===== src/rtl/div_ratio_controller.sv =====
// Run-time configurable clock-divide controller: owns the divide counter and
// terminal count, and swaps in new ratios only on a period boundary so no runt
// or stretched tick/div_out period is ever produced.
module div_ratio_controller #(
  parameter int unsigned CNT_W       = 16,
  parameter int unsigned DEFAULT_MAX = 1
) (
  input  logic             clk,
  input  logic             rst,
  input  logic             enable,
  input  logic [CNT_W-1:0] cfg_max,
  input  logic             cfg_valid,
  output logic             cfg_ready,
  output logic             tick,
  output logic             div_out,
  output logic [CNT_W-1:0] cur_max,
  output logic             cfg_pending
);

  localparam logic [CNT_W-1:0] RST_MAX = CNT_W'(DEFAULT_MAX);

  typedef enum logic [1:0] {
    S_IDLE = 2'd0,
    S_RUN  = 2'd1,
    S_PEND = 2'd2
  } state_e;

  state_e           state_q,    state_d;
  logic [CNT_W-1:0] cnt_q,      cnt_d;
  logic [CNT_W-1:0] cur_max_q,  cur_max_d;
  logic [CNT_W-1:0] pend_max_q, pend_max_d;
  logic             tick_q,     tick_d;
  logic             div_q,      div_d;
  logic             ready_q,    ready_d;
  logic             pending_q,  pending_d;

  logic cfg_acc;
  logic terminal;

  assign cfg_acc  = cfg_valid && ready_q;
  assign terminal = (cnt_q == cur_max_q);

  // Next-state, counter and registered-output computation.
  always_comb begin
    state_d    = state_q;
    cnt_d      = cnt_q;
    cur_max_d  = cur_max_q;
    pend_max_d = pend_max_q;
    tick_d     = 1'b0;
    div_d      = div_q;

    case (state_q)
      S_IDLE: begin
        if (cfg_acc) begin
          cur_max_d = cfg_max;
          cnt_d     = '0;
        end
        if (enable) begin
          state_d = S_RUN;
        end
      end

      S_RUN: begin
        if (!enable) begin
          // Disabled: no tick even if terminal was reached; a config arriving
          // now lands directly since there is no running period to protect.
          state_d = S_IDLE;
          if (cfg_acc) begin
            cur_max_d = cfg_max;
            cnt_d     = '0;
          end
        end else begin
          if (terminal) begin
            cnt_d  = '0;
            tick_d = 1'b1;
            div_d  = ~div_q;
          end else begin
            cnt_d = cnt_q + CNT_W'(1);
          end
          if (cfg_acc) begin
            pend_max_d = cfg_max;
            state_d    = S_PEND;
          end
        end
      end

      S_PEND: begin
        if (!enable) begin
          state_d   = S_IDLE;
          cur_max_d = pend_max_q;
          cnt_d     = '0;
        end else if (terminal) begin
          cnt_d     = '0;
          tick_d    = 1'b1;
          div_d     = ~div_q;
          cur_max_d = pend_max_q;
          state_d   = S_RUN;
        end else begin
          cnt_d = cnt_q + CNT_W'(1);
        end
      end

      default: begin
        state_d = S_IDLE;
      end
    endcase

    ready_d   = (state_d != S_PEND);
    pending_d = (state_d == S_PEND);
  end

  // State and output registers.
  always_ff @(posedge clk or posedge rst) begin
    if (rst) begin
      state_q    <= S_IDLE;
      cnt_q      <= '0;
      cur_max_q  <= RST_MAX;
      pend_max_q <= '0;
      tick_q     <= 1'b0;
      div_q      <= 1'b0;
      ready_q    <= 1'b1;
      pending_q  <= 1'b0;
    end else begin
      state_q    <= state_d;
      cnt_q      <= cnt_d;
      cur_max_q  <= cur_max_d;
      pend_max_q <= pend_max_d;
      tick_q     <= tick_d;
      div_q      <= div_d;
      ready_q    <= ready_d;
      pending_q  <= pending_d;
    end
  end

  assign cfg_ready   = ready_q;
  assign tick        = tick_q;
  assign div_out     = div_q;
  assign cur_max     = cur_max_q;
  assign cfg_pending = pending_q;

endmodule


===== config.mk =====
export PLATFORM = sky130hd
export DESIGN_NAME = div_ratio_controller
export DESIGN_NICKNAME = d
export VERILOG_FILES = /design/src/rtl/div_ratio_controller.sv
export SDC_FILE = /design/constraint.sdc
export NUM_CORES = 1
export LEC_CHECK = 0
export CAP_MARGIN = 10
export CORE_MARGIN = 5
export CORE_UTILIZATION = 55
export CTS_CLUSTER_SIZE = 25
export DETAILED_ROUTE_END_ITERATION = 6
export PLACE_DENSITY = 0.8
export SLEW_MARGIN = 20
export SYNTH_ARGS = -nofsm -noshare
export SYNTH_HDL_FRONTEND = slang
export SYNTH_SLANG_ARGS = --single-unit

===== constraint.sdc =====
create_clock -name clk -period 2.45 [get_ports clk]
set_clock_uncertainty 0.1 [all_clocks]
set_input_delay 0.3675 -clock clk [delete_from_list [all_inputs] [get_ports clk]]
set_output_delay 0.3675 -clock clk [all_outputs]
set_load 0.1 [all_outputs]

Yosys cells after proc, flatten, opt, wreduce, memory -nomap -nowiden
Index checks and enable logic that the tools add are counted.
Cells by class
  muxes and demuxes: 19
  reduce and logical (&&, ||, !) cells: 7
  bitwise logic cells: 1
  add/sub/neg operators: 1
  equal/unequal tests: 7
Operators with widths (number)
  2-to-1 mux 16 bit: 8
  case mux 16 bit (3 select lines): 2
  adder 16 x 1 -> 16 bit, second input constant: 1
  == test 16 bit: 1
  2-to-1 mux 2 bit: 5
  AND reduction 3 bit: 3
  case mux 2 bit (3 select lines): 1
  == test 2 bit, second input constant: 2
  != test 2 bit, second input constant: 2
  2-to-1 mux 1 bit: 3
  != test 3 bit, second input constant: 1
  nonzero test 3 bit: 1
  == test 2 x 1 -> 1 bit, second input constant: 1
  logical NOT 2 bit: 1
  OR reduction 2 bit: 1
  logical AND 1 bit: 1
  NOT 1 bit: 1
Storage, ports and cells
  output and inout port bits: 20
  logic and storage cells: 43
  register bits: 54

Depth between registers and ports, before layout
Gate-level depths: netlist of the first run.
  depth after elaboration: 5
  depth in mapped cells: 8
  gate-level depth less buffers: 7

Least setup slack after synthesis of the first run
Ideal clock, no wire load.
  kind: register -> register
  from: register cur_max_q[15] (netlist: cur_max[15])
  to: register cur_max_q[15] (netlist: cur_max[15])
  path buffers: 1
  period minus slack after synthesis: 2635 ps
  stages on the path, launching flop included: 7
  setup time: 126 ps
  setup slack: -185 ps
  arrival: 2408 ps
  path through: dfrtp_1 -> xor2_1 -> nor4_1 -> nand4_2 -> a31oi_4 -> buf_12 -> mux2_4
On the way
  cells in the longest elaborated chain, start to end: 3
  elaborated cells on any way between the ends: 6
RTL lines
  start, declared: RTL line 30  | logic [CNT_W-1:0] cur_max_q, cur_max_d;
  start signal, assigned: RTL line 126  | cur_max_q <= cur_max_d;
  == test 16 bit or 2-to-1 mux 16 bit (tied branches)
  != test 3 bit (no source line) or 2-to-1 mux 16 bit (tied branches)
  AND reduction 3 bit (no source line) or case mux 16 bit (3 select lines) (tied branches)
Parallel ways exist; a longest one is shown, timed or not. The select of a mux whose other input is x is not followed.
A chain may end at the register's enable or synchronous reset.

Worst setup path in the final report of the first run
  from: register cur_max_q[0] (netlist: cur_max[0])
  to: register cnt_q[4]
On the way
  cells in the longest elaborated chain, start to end: 4
  elaborated cells on any way between the ends: 5
RTL lines
  == test 16 bit *: RTL line 41  | assign terminal = (cnt_q == cur_max_q);
  2-to-1 mux 16 bit *: RTL line 73, 92
  2-to-1 mux 16 bit, on equally long branches: RTL line 88, 64
  case mux 16 bit (3 select lines) *: RTL line 52  | case (state_q)
  end signal, assigned: RTL line 125  | cnt_q <= cnt_d;
  end, declared: RTL line 29  | logic [CNT_W-1:0] cnt_q, cnt_d;
Mark *: on every way between the ends. The rest lies on a longest branch, timed or not.

==> impl_metrics.csv, run 1 <==
group,metric,value,unit
outcome,status,"completed",
worst_setup_path,path_cells,"xor2_1 -> nor4_1 -> nand4_2 -> buf_4 -> nand2_1 -> o311ai_0",
routing,wl_per_cell,16.4,µm
clocking,cts_root_buffer,"clkbuf_8",
sta,rsz0062_at_grt,"no",
routing,wl,6080,µm
synth,yosysTopAreaCell,"dfrtp_1",
run,cap_violations,0,
synth,synth_cell_types,43,
sta,fmax,434,MHz
routing,dr.pass1.iters,4,
clocking,cts.sinks,54,
synth,avgSynthCellArea,11.3,µm²
floorplan,ios,40,
synth,synth-edff-count,0,
clocking,cts_setup_buffers,0,
floorplan,die_w,83.1,µm
sta,slew_viol_final,0,
sta,hold_viol_final,0,
global_routing,antenna_found_initial,0,
clocking,cts_hold_buf,0,
global_routing,grt_pass1_wl,10400,µm
place,gp_congestion,0.855,
synth,synth_xor_area_share,5.07,%
synth,yosysWarnings,0,
synth,syn_nets,284,
synth,synth-simple-area-share,12.9,%
synth,synth_cells,259,
worst_setup_path,cp.required,2.52,ns
synth,ys.flop_type,"dfrtp_1",
synth,yosys.cell_count.top_type,"dfrtp_1",
sta,finalSetupTns,0,ns
power,power_density,1350,nW/µm²
synth,ys_top_cells_by_area,"dfrtp_1 44%, mux2_2 15%, mux2_4 5.1%",
place,dp_hpwl,4320,µm
final_layout,fin_area,3500,µm²
sta,min_period,2.31,ns
place,place_ws,0.110,ns
sta,period_share,94.1,%
clocking,cts_resized,0,
worst_setup_path,critPathBufInv,1,
floorplan,row_count,26,
sta,setup_ws,0.144,ns
clocking,h-tree-depth,2,
routing,vias,2137,
global_routing,track_usage,18.2,%
sta,maxSlewHeadroom,55.1,%
worst_setup_path,critPathTopFamily,"simple AND/OR/NAND/NOR gates",
synth,synth_compound_area_share,9.16,%
global_routing,grt_overflow,0,
routing,drc_errors,0,
synth,synth.top_cell.area_share,44.3,%
worst_setup_path,crit_fanout,21,
clocking,clk_path_buf_depth,2,
synth,synthMuxAreaShare,20.0,%
clocking,cts_tree,"done",
worst_setup_path,critPathSlowestCell,"dfstp_4",
synth,synth-seq-area-share,46.1,%
final_layout,n_antenna_cell,0,
clocking,cts.clk_slew.worst_paths,0.10,ns
final_layout,utilization,68.1,%
floorplan,die_area,6900,µm²
final_layout,syn2layout_area_growth,19.2,%
worst_setup_path,arrival,2.38,ns
worst_setup_path,worstSetupEndpointType,"flop",
place,port_buffers,39,
routing,ant_nets,0,
routing,avgViaCountPerCell,5.76,
power,ir_drop,0.977,mV
worst_setup_path,cp-start-kind,"flop",
power,leakagePower,1.49,nW
synth,synthesis.area,2940,µm²
synth,synth_fa_ha_area_share,2.13,%
synth,synth_common_cells,"52 x dfrtp_1, 38 x mux2_2, 23 x nand2_1, 17 x xor2_1, 12 x nand3_1",
final_layout,drive_gt1_share,36.5,%
global_routing,first_global_vias,2112,
synth,synthArstFlopShare,100,%
worst_setup_path,max_stage_delay,0.65,ns
final_layout,fin_nets,325,
floorplan,initial_core_util,57.1,%
synth,synth_top_family_by_area,"multiplexers",
synth,synth_seq_cells,54,
sta,setup_viol_count_final,0,
floorplan,core_area,5140,µm²
clocking,cts_buffers,5,
sta,worstMarginPinSlew,0.674,ns
worst_setup_path,path_class,"flop to flop",
routing,drtIter0Drc,226,
place,post_dp_cell_area,3400,µm²
floorplan,fp.dieH,83.1,µm
global_routing,grt_start_max_net_pins,55,
hold_path,min_path_type,"primary input to async pin",
clocking,clock_latency,0.31,ns
## worst paths after layout
path / from / to / slack [ns] / cells after the start
worst max-delay path: cur_max[0] / cnt_q[4] / 0.14 / 6
worst min-delay path: rst / pend_max_q[2] / 0.31 / 3
worst min register to register: div_out / div_out / 0.38 / 1
max in group asynchronous: rst / cfg_ready / 1.64 / 3
min in group clk: div_out / div_out / 0.38 / 1
worst max register to register: cur_max[0] / cnt_q[4] / 0.14 / 6
## sequential cells by signal, indices dropped and copies added, names as in the netlist
signal / cells
cnt_q: 16
pend_max_q: 16
state_q: 2
div_out: 1
cfg_pending: 1
cfg_ready: 1
cur_max: 16
tick: 1
## tightest hold or removal path, cell delays in order
cell,delay [ns]
clkdlybuf4s50_1,0.41
inv_2,0.08
buf_12,0.26
## stage by stage
stage                     std cells  power (mW)  hold WS [ns]
after global placement          363        4.13         0.365
after detailed placement        363        4.19         0.360
after floorplan                 259        3.60         0.374
final                           371        4.71         0.314
after global routing            371        4.94         0.338
after CTS                       371        4.72         0.334
## final cells by class
class                           instances  area, µm²
Multi-Input combinational cell        179       1450
Timing Repair Buffer                   50        448
Sequential cell                        54       1380
Clock buffer                            6       82.6
Inverter                               10       37.5
Fill cell                             394       1640
Clock inverter                          2       16.3
Tap cell                               70       87.6
## power breakdown
part | switching, mW | internal (mW)
clock network | 0.303 | 0.233
logic | 1.76 | 0.917
registers | 0.257 | 1.24
## logic make-up after synthesis
group / Yosys count
simple gates: 72
flops: 54
mux: 49
compound gates: 36
buf+inv: 26
xor+xnor: 17
fa+ha+maj: 5
## placed cells by master (no fill, tap or decap), types with 6 or more instances in the layout
cell type,count
mux2_2,38
dfrtp_1,37
buf_4,29
nand2_1,23
clkdlybuf4s50_1,19
xor2_1,17
dfrtp_2,15
nand3_1,12
nand4_1,10
mux2_4,10
inv_1,9
nor2_1,6
o21ai_0,6
clkbuf_8,6
## metal layers
layer  part of all wire [%]  track usage, %  vias to the layer above
met2                     48            29.1                       75
met5                      0               0                        -
li1                       -               -                     1020
met3                    6.1            3.76                        6
met4                    1.2            5.65                        0
met1                     45            25.0                     1036
No activity file was read; power rests on OpenSTA's default activity.
==> inputs of run 2 (changes only) <==
- CORE_MARGIN: 5 -> 3
- CORE_UTILIZATION: 55 -> 42
- PLACE_DENSITY: 0.8 -> unset
==> run 2 against run 1 <==
  * Global-route usage about the same
  * Total power grew 2.7%
  * Die area is 16% higher
  * Largest power group unchanged
  * Critical path type unchanged
  * Routed wire length up 12%
  * Maximum frequency fell by 1.9%
  * Largest cell class unchanged
  * Register-to-register slack worse by 0.04 ns
  * Highest routed layer unchanged
  * Via count grew 1.5%
==> impl_metrics.csv, run 2 (synthesized netlist as in run 1, its figures left out) <==
group,metric,value,unit
run,cap_violations,0,
floorplan,core_area,6570,µm²
power,leakagePower,1.57,nW
hold_path,min_path_type,"primary input to async pin",
final_layout,drive_gt1_share,38.9,%
final_layout,syn2layout_area_growth,24.3,%
final_layout,fin_area,3650,µm²
routing,drtIter0Drc,186,
floorplan,die_w,89.6,µm
worst_setup_path,crit_fanout,13,
routing,avgViaCountPerCell,5.33,
sta,setup_ws,0.0991,ns
clocking,cts.clk_slew.worst_paths,0.10,ns
routing,dr.pass1.iters,4,
sta,slew_viol_final,0,
sta,hold_viol_final,0,
floorplan,ios,40,
clocking,clock_latency,0.31,ns
sta,setup_viol_count_final,0,
sta,worstMarginPinSlew,0.672,ns
place,place_ws,0.00564,ns
floorplan,fp.dieH,89.6,µm
worst_setup_path,path_class,"flop to flop",
final_layout,n_fill_cell,582,
final_layout,layout.cells.non_filler,407,
place,dp_cells,396,
worst_setup_path,path_cells,"xor2_1 -> nor4_1 -> nand4_2 -> a31oi_4 -> buf_12 -> mux2_2",
sta,fmax,425,MHz
global_routing,first_global_vias,2203,
global_routing,grt_start_max_net_pins,24,
final_layout,n_antenna_cell,0,
floorplan,initial_core_util,44.7,%
outcome,status,"completed",
clocking,cts_tree,"done",
clocking,cts_hold_buf,0,
floorplan,die_area,8030,µm²
power,power_density,1330,nW/µm²
clocking,clk_path_buf_depth,2,
routing,vias,2170,
global_routing,grt_overflow,0,
worst_setup_path,arrival,2.45,ns
clocking,h-tree-depth,2,
global_routing,antenna_found_initial,0,
final_layout,fin_nets,338,
final_layout,final_common_cell,"buf_4",
worst_setup_path,critPathSlowestCell,"dfstp_4",
sta,period_share,96.0,%
sta,maxSlewHeadroom,55.2,%
sta,min_period,2.35,ns
place,port_buffers,39,
worst_setup_path,cp.required,2.55,ns
final_layout,multiInputGateArea,1450,µm²
sta,fin_hold_ws,0.309,ns
final_layout,final_cell_mix,"41 x buf_4, 38 x mux2_2, 37 x dfrtp_1, 22 x nand2_1, 19 x clkdlybuf4s50_1",
clocking,cts_buffers,5,
worst_setup_path,cp-start-kind,"flop",
routing,ant_nets,0,
clocking,cts.sinks,54,
worst_setup_path,critPathBufInv,1,
power,ir_drop,0.899,mV
worst_setup_path,critPathTopFamily,"flip-flops",
final_layout,area.sequential,1380,µm²
routing,wl_per_cell,16.7,µm
place,gp_congestion,0.838,
worst_setup_path,max_stage_delay,0.64,ns
clocking,cts_root_buffer,"clkbuf_8",
floorplan,row_count,29,
global_routing,track_usage,18.3,%
routing,wl,6790,µm
routing,drc_errors,0,
place,dp_hpwl,4930,µm
global_routing,grt_pass1_wl,11200,µm
place,post_dp_cell_area,3510,µm²
worst_setup_path,worstSetupEndpointType,"flop",
## run 2: path summary, 6_finish.rpt
| check | start | endpoint | slack [ns] | depth (start not counted) |
|---|---|---|---|---|
| hold / removal | rst | cnt_q[15] | 0.31 | 2 |
| setup reg to reg | cur_max[0] | cur_max[14] | 0.1 | 6 |
| max in group asynchronous | rst | cur_max[0] | 1.35 | 3 |
| hold reg to reg | div_out | div_out | 0.39 | 1 |
| setup / recovery | cur_max[0] | cur_max[14] | 0.1 | 6 |
| min in group clk | div_out | div_out | 0.39 | 1 |
## run 2: stage by stage
stage               util [%]    TNS (ns)  power, mW
global placement        53.5           0       4.19
CTS                     55.2           0       4.84
global route            55.5  -0.0000508       5.09
finish                  55.5           0       4.84
floorplan                  -           0       3.60
detailed placement      53.5           0       4.23
## run 2: cell type report
type	instances	area share [%]
sequential	54	37.7
clock buffer	7	2.09
clock inverter	1	0.823
inverter	10	1.03
tap	93	3.19
timing repair buffer	63	15.3
multi-input combinational	179	39.8
## run 2: timing repair
item,in CTS,in global routing
endpoints found under the setup margin,1,16
resized for setup,1,1
hold endpoints to repair,0,0
buffers inserted,0,3
pin swaps,0,1
## run 2: per-layer routing
metal	vias up	share of wire [%]	track usage [%]
li1	1045	-	-
met4	0	0.71	4.60
met2	50	48	29.5
met1	1071	48	25.4
met3	4	4.0	3.56
met5	-	0	0
## run 2: power by group
group / leakage, nW / internal [mW] / switching [mW]
registers: 0.663 / 1.24 / 0.249
logic: 0.858 / 0.968 / 1.79
clock network: 0.0524 / 0.306 / 0.288
total: 1.57 / 2.51 / 2.32
==> inputs of run 3 (changes only) <==
--- a/constraint.sdc
+++ b/constraint.sdc
@@ -3,3 +3,3 @@
 set_input_delay 0.3675 -clock clk [delete_from_list [all_inputs] [get_ports clk]]
 set_output_delay 0.3675 -clock clk [all_outputs]
-set_load 0.1 [all_outputs]
+set_load 0.01 [all_outputs]
==> run 3 against run 2 <==
  * First-iteration DRC count is 24% lower
  * Combinational power is 36% lower
  * Die area stayed put
  * Design area is 0.82% lower
  * Utilization is 0.46 points lower
  * Critical endpoint is now cur_max[12]
  * Via count is 1.4% lower
  * Register-to-register slack better by 0.04 ns
  * Largest cell class unchanged
  * Global-route usage is 0.39 points lower
  * Total power is 23% lower
  * Clock-buffer cell count stayed put
  * Routed wire length is 3.1% lower
  * Hold slack worse by 0.11 ns
==> impl_metrics.csv, run 3 (synthesized netlist as in run 1, its figures left out) <==
group,metric,value,unit
place,gp_congestion,0.786,
routing,vias,2139,
clocking,cts.clk_slew.worst_paths,0.10,ns
global_routing,antenna_found_initial,0,
floorplan,initial_core_util,44.7,%
global_routing,grt_start_max_net_pins,30,
floorplan,die_w,89.6,µm
sta,maxSlewHeadroom,54.2,%
worst_setup_path,critPathSlowestCell,"dfstp_2",
global_routing,grt_overflow,0,
floorplan,ios,40,
worst_setup_path,cp-start-kind,"flop",
floorplan,core_area,6570,µm²
clocking,cts_setup_buffers,0,
sta,finalSetupTns,0,ns
place,port_buffers,39,
final_layout,drive_gt1_share,27.1,%
worst_setup_path,worstSetupEndpointType,"flop",
clocking,cts_hold_buf,0,
final_layout,n_antenna_cell,0,
sta,worstMarginPinSlew,0.686,ns
routing,wl,6580,µm
clocking,clk_path_buf_depth,2,
routing,drtIter0Drc,141,
floorplan,fp.dieH,89.6,µm
global_routing,grt_pass1_wl,11000,µm
sta,period_share,94.5,%
floorplan,die_area,8030,µm²
routing,drc_errors,0,
clocking,cts_root_buffer,"clkbuf_8",
final_layout,n_fill_cell,563,
clocking,clock_latency,0.30,ns
clocking,cts.sinks,54,
final_layout,final_common_cell,"dfrtp_1",
sta,hold_viol_final,0,
clocking,cts_tree,"done",
clocking,h-tree-depth,2,
floorplan,row_count,29,
sta,fmax,432,MHz
final_layout,final_cell_mix,"52 x dfrtp_1, 39 x clkdlybuf4s50_1, 38 x mux2_2, 22 x nand2_1, 18 x buf_4",
run,cap_violations,0,
global_routing,track_usage,17.9,%
place,dp_hpwl,4730,µm
worst_setup_path,arrival,2.41,ns
global_routing,first_global_vias,2202,
routing,ant_nets,0,
sta,min_period,2.32,ns
hold_path,min_path_type,"primary input to async pin",
routing,avgViaCountPerCell,5.31,
final_layout,fin_nets,334,
routing,dr.pass1.iters,4,
power,power_density,1030,nW/µm²
sta,slew_viol_final,0,
routing,wl_per_cell,16.3,µm
outcome,status,"completed",
power,leakagePower,1.54,nW
sta,rsz0062_at_grt,"no",
final_layout,syn2layout_area_growth,23.2,%
worst_setup_path,max_stage_delay,0.57,ns
sta,setup_viol_count_final,0,
worst_setup_path,cp.required,2.54,ns
clocking,cts_buffers,5,
power,power.total,3.74,mW
power,ir_drop,0.575,mV
worst_setup_path,path_class,"flop to flop",
worst_setup_path,crit_fanout,16,
worst_setup_path,path_cells,"xor2_1 -> nor4_1 -> nand4_2 -> a31oi_4 -> buf_12 -> mux2_2",
run 3: changes by cell type in the layout (fill, tap and decap cells not counted):
cell / previous run / this run
clkinv_2: 0 / 1
bufinv_16: 1 / 0
dfstp_2: 1 / 2
buf_12: 3 / 2
dfstp_4: 1 / 0
clkbuf_8: 5 / 6
dfrtp_1: 37 / 52
buf_4: 41 / 18
clkbuf_1: 2 / 1
clkdlybuf4s50_1: 19 / 39
dfrtp_2: 15 / 0
run 3: worst paths after layout:
check | to | cells past startpoint | from | slack [ns]
min in group clk | div_out | 1 | div_out | 0.38
max in group asynchronous | cur_max[9] | 3 | rst | 1.40
setup / recovery | cur_max[12] | 6 | cur_max[0] | 0.13
hold / removal | pend_max_q[1] | 2 | rst | 0.20
hold reg to reg | div_out | 1 | div_out | 0.38
setup reg to reg | cur_max[12] | 6 | cur_max[0] | 0.13
run 3: report_power, final:
group / total (mW) / leakage, nW / internal [mW] / switching (mW)
Sequential: 1.45 / 0.678 / 1.21 / 0.244
Combinational: 1.76 / 0.811 / 1.00 / 0.763
Clock: 0.521 / 0.0482 / 0.229 / 0.292
run 3: stage by stage:
stage	util (%)	std cells	instance area (µm²)	hold slack (ns)	setup WS, ns
final	55.1	403	3620	0.197	0.135
after global routing	55.1	403	3620	0.227	0.0210
after floorplan	-	259	2940	0.374	0.291
after detailed placement	53.6	395	3520	0.365	0.0556
after global placement	53.6	395	3520	0.356	0.147
after CTS	55.0	403	3610	0.194	0.0235
run 3: area by class of cell:
class	instances	area, µm²	share of cell area [%]
clock buffer	7	86.3	2.39
tap	93	116	3.22
inverter	10	37.5	1.04
sequential	54	1350	37.4
clock inverter	1	5.00	0.138
timing repair buffer	59	566	15.6
multi-input combinational	179	1450	40.2
run 3: metal layers:
metal  GRT usage (%)  share of wire [%]
met1            25.8                 49
met4            5.28                1.2
met3            3.65                5.4
met2            27.2                 45
met5               0                  0
run 3: worst max-delay path: cells and delay by family, from the launching register on:
kind,cells,cell delay [ns]
AOI/OAI and AO/OA,1,0.25
and+or+nand+nor,2,0.68
xor gates and xnor gates,1,0.07
muxes,1,0.35
DFF,1,0.57
buffers and inverters,1,0.19
run 3: timing repair:
action                     4_1_cts  5_1_grt
hold endpoints to repair         0        0
resized for setup                0        1
setup endpoints to repair        0        8
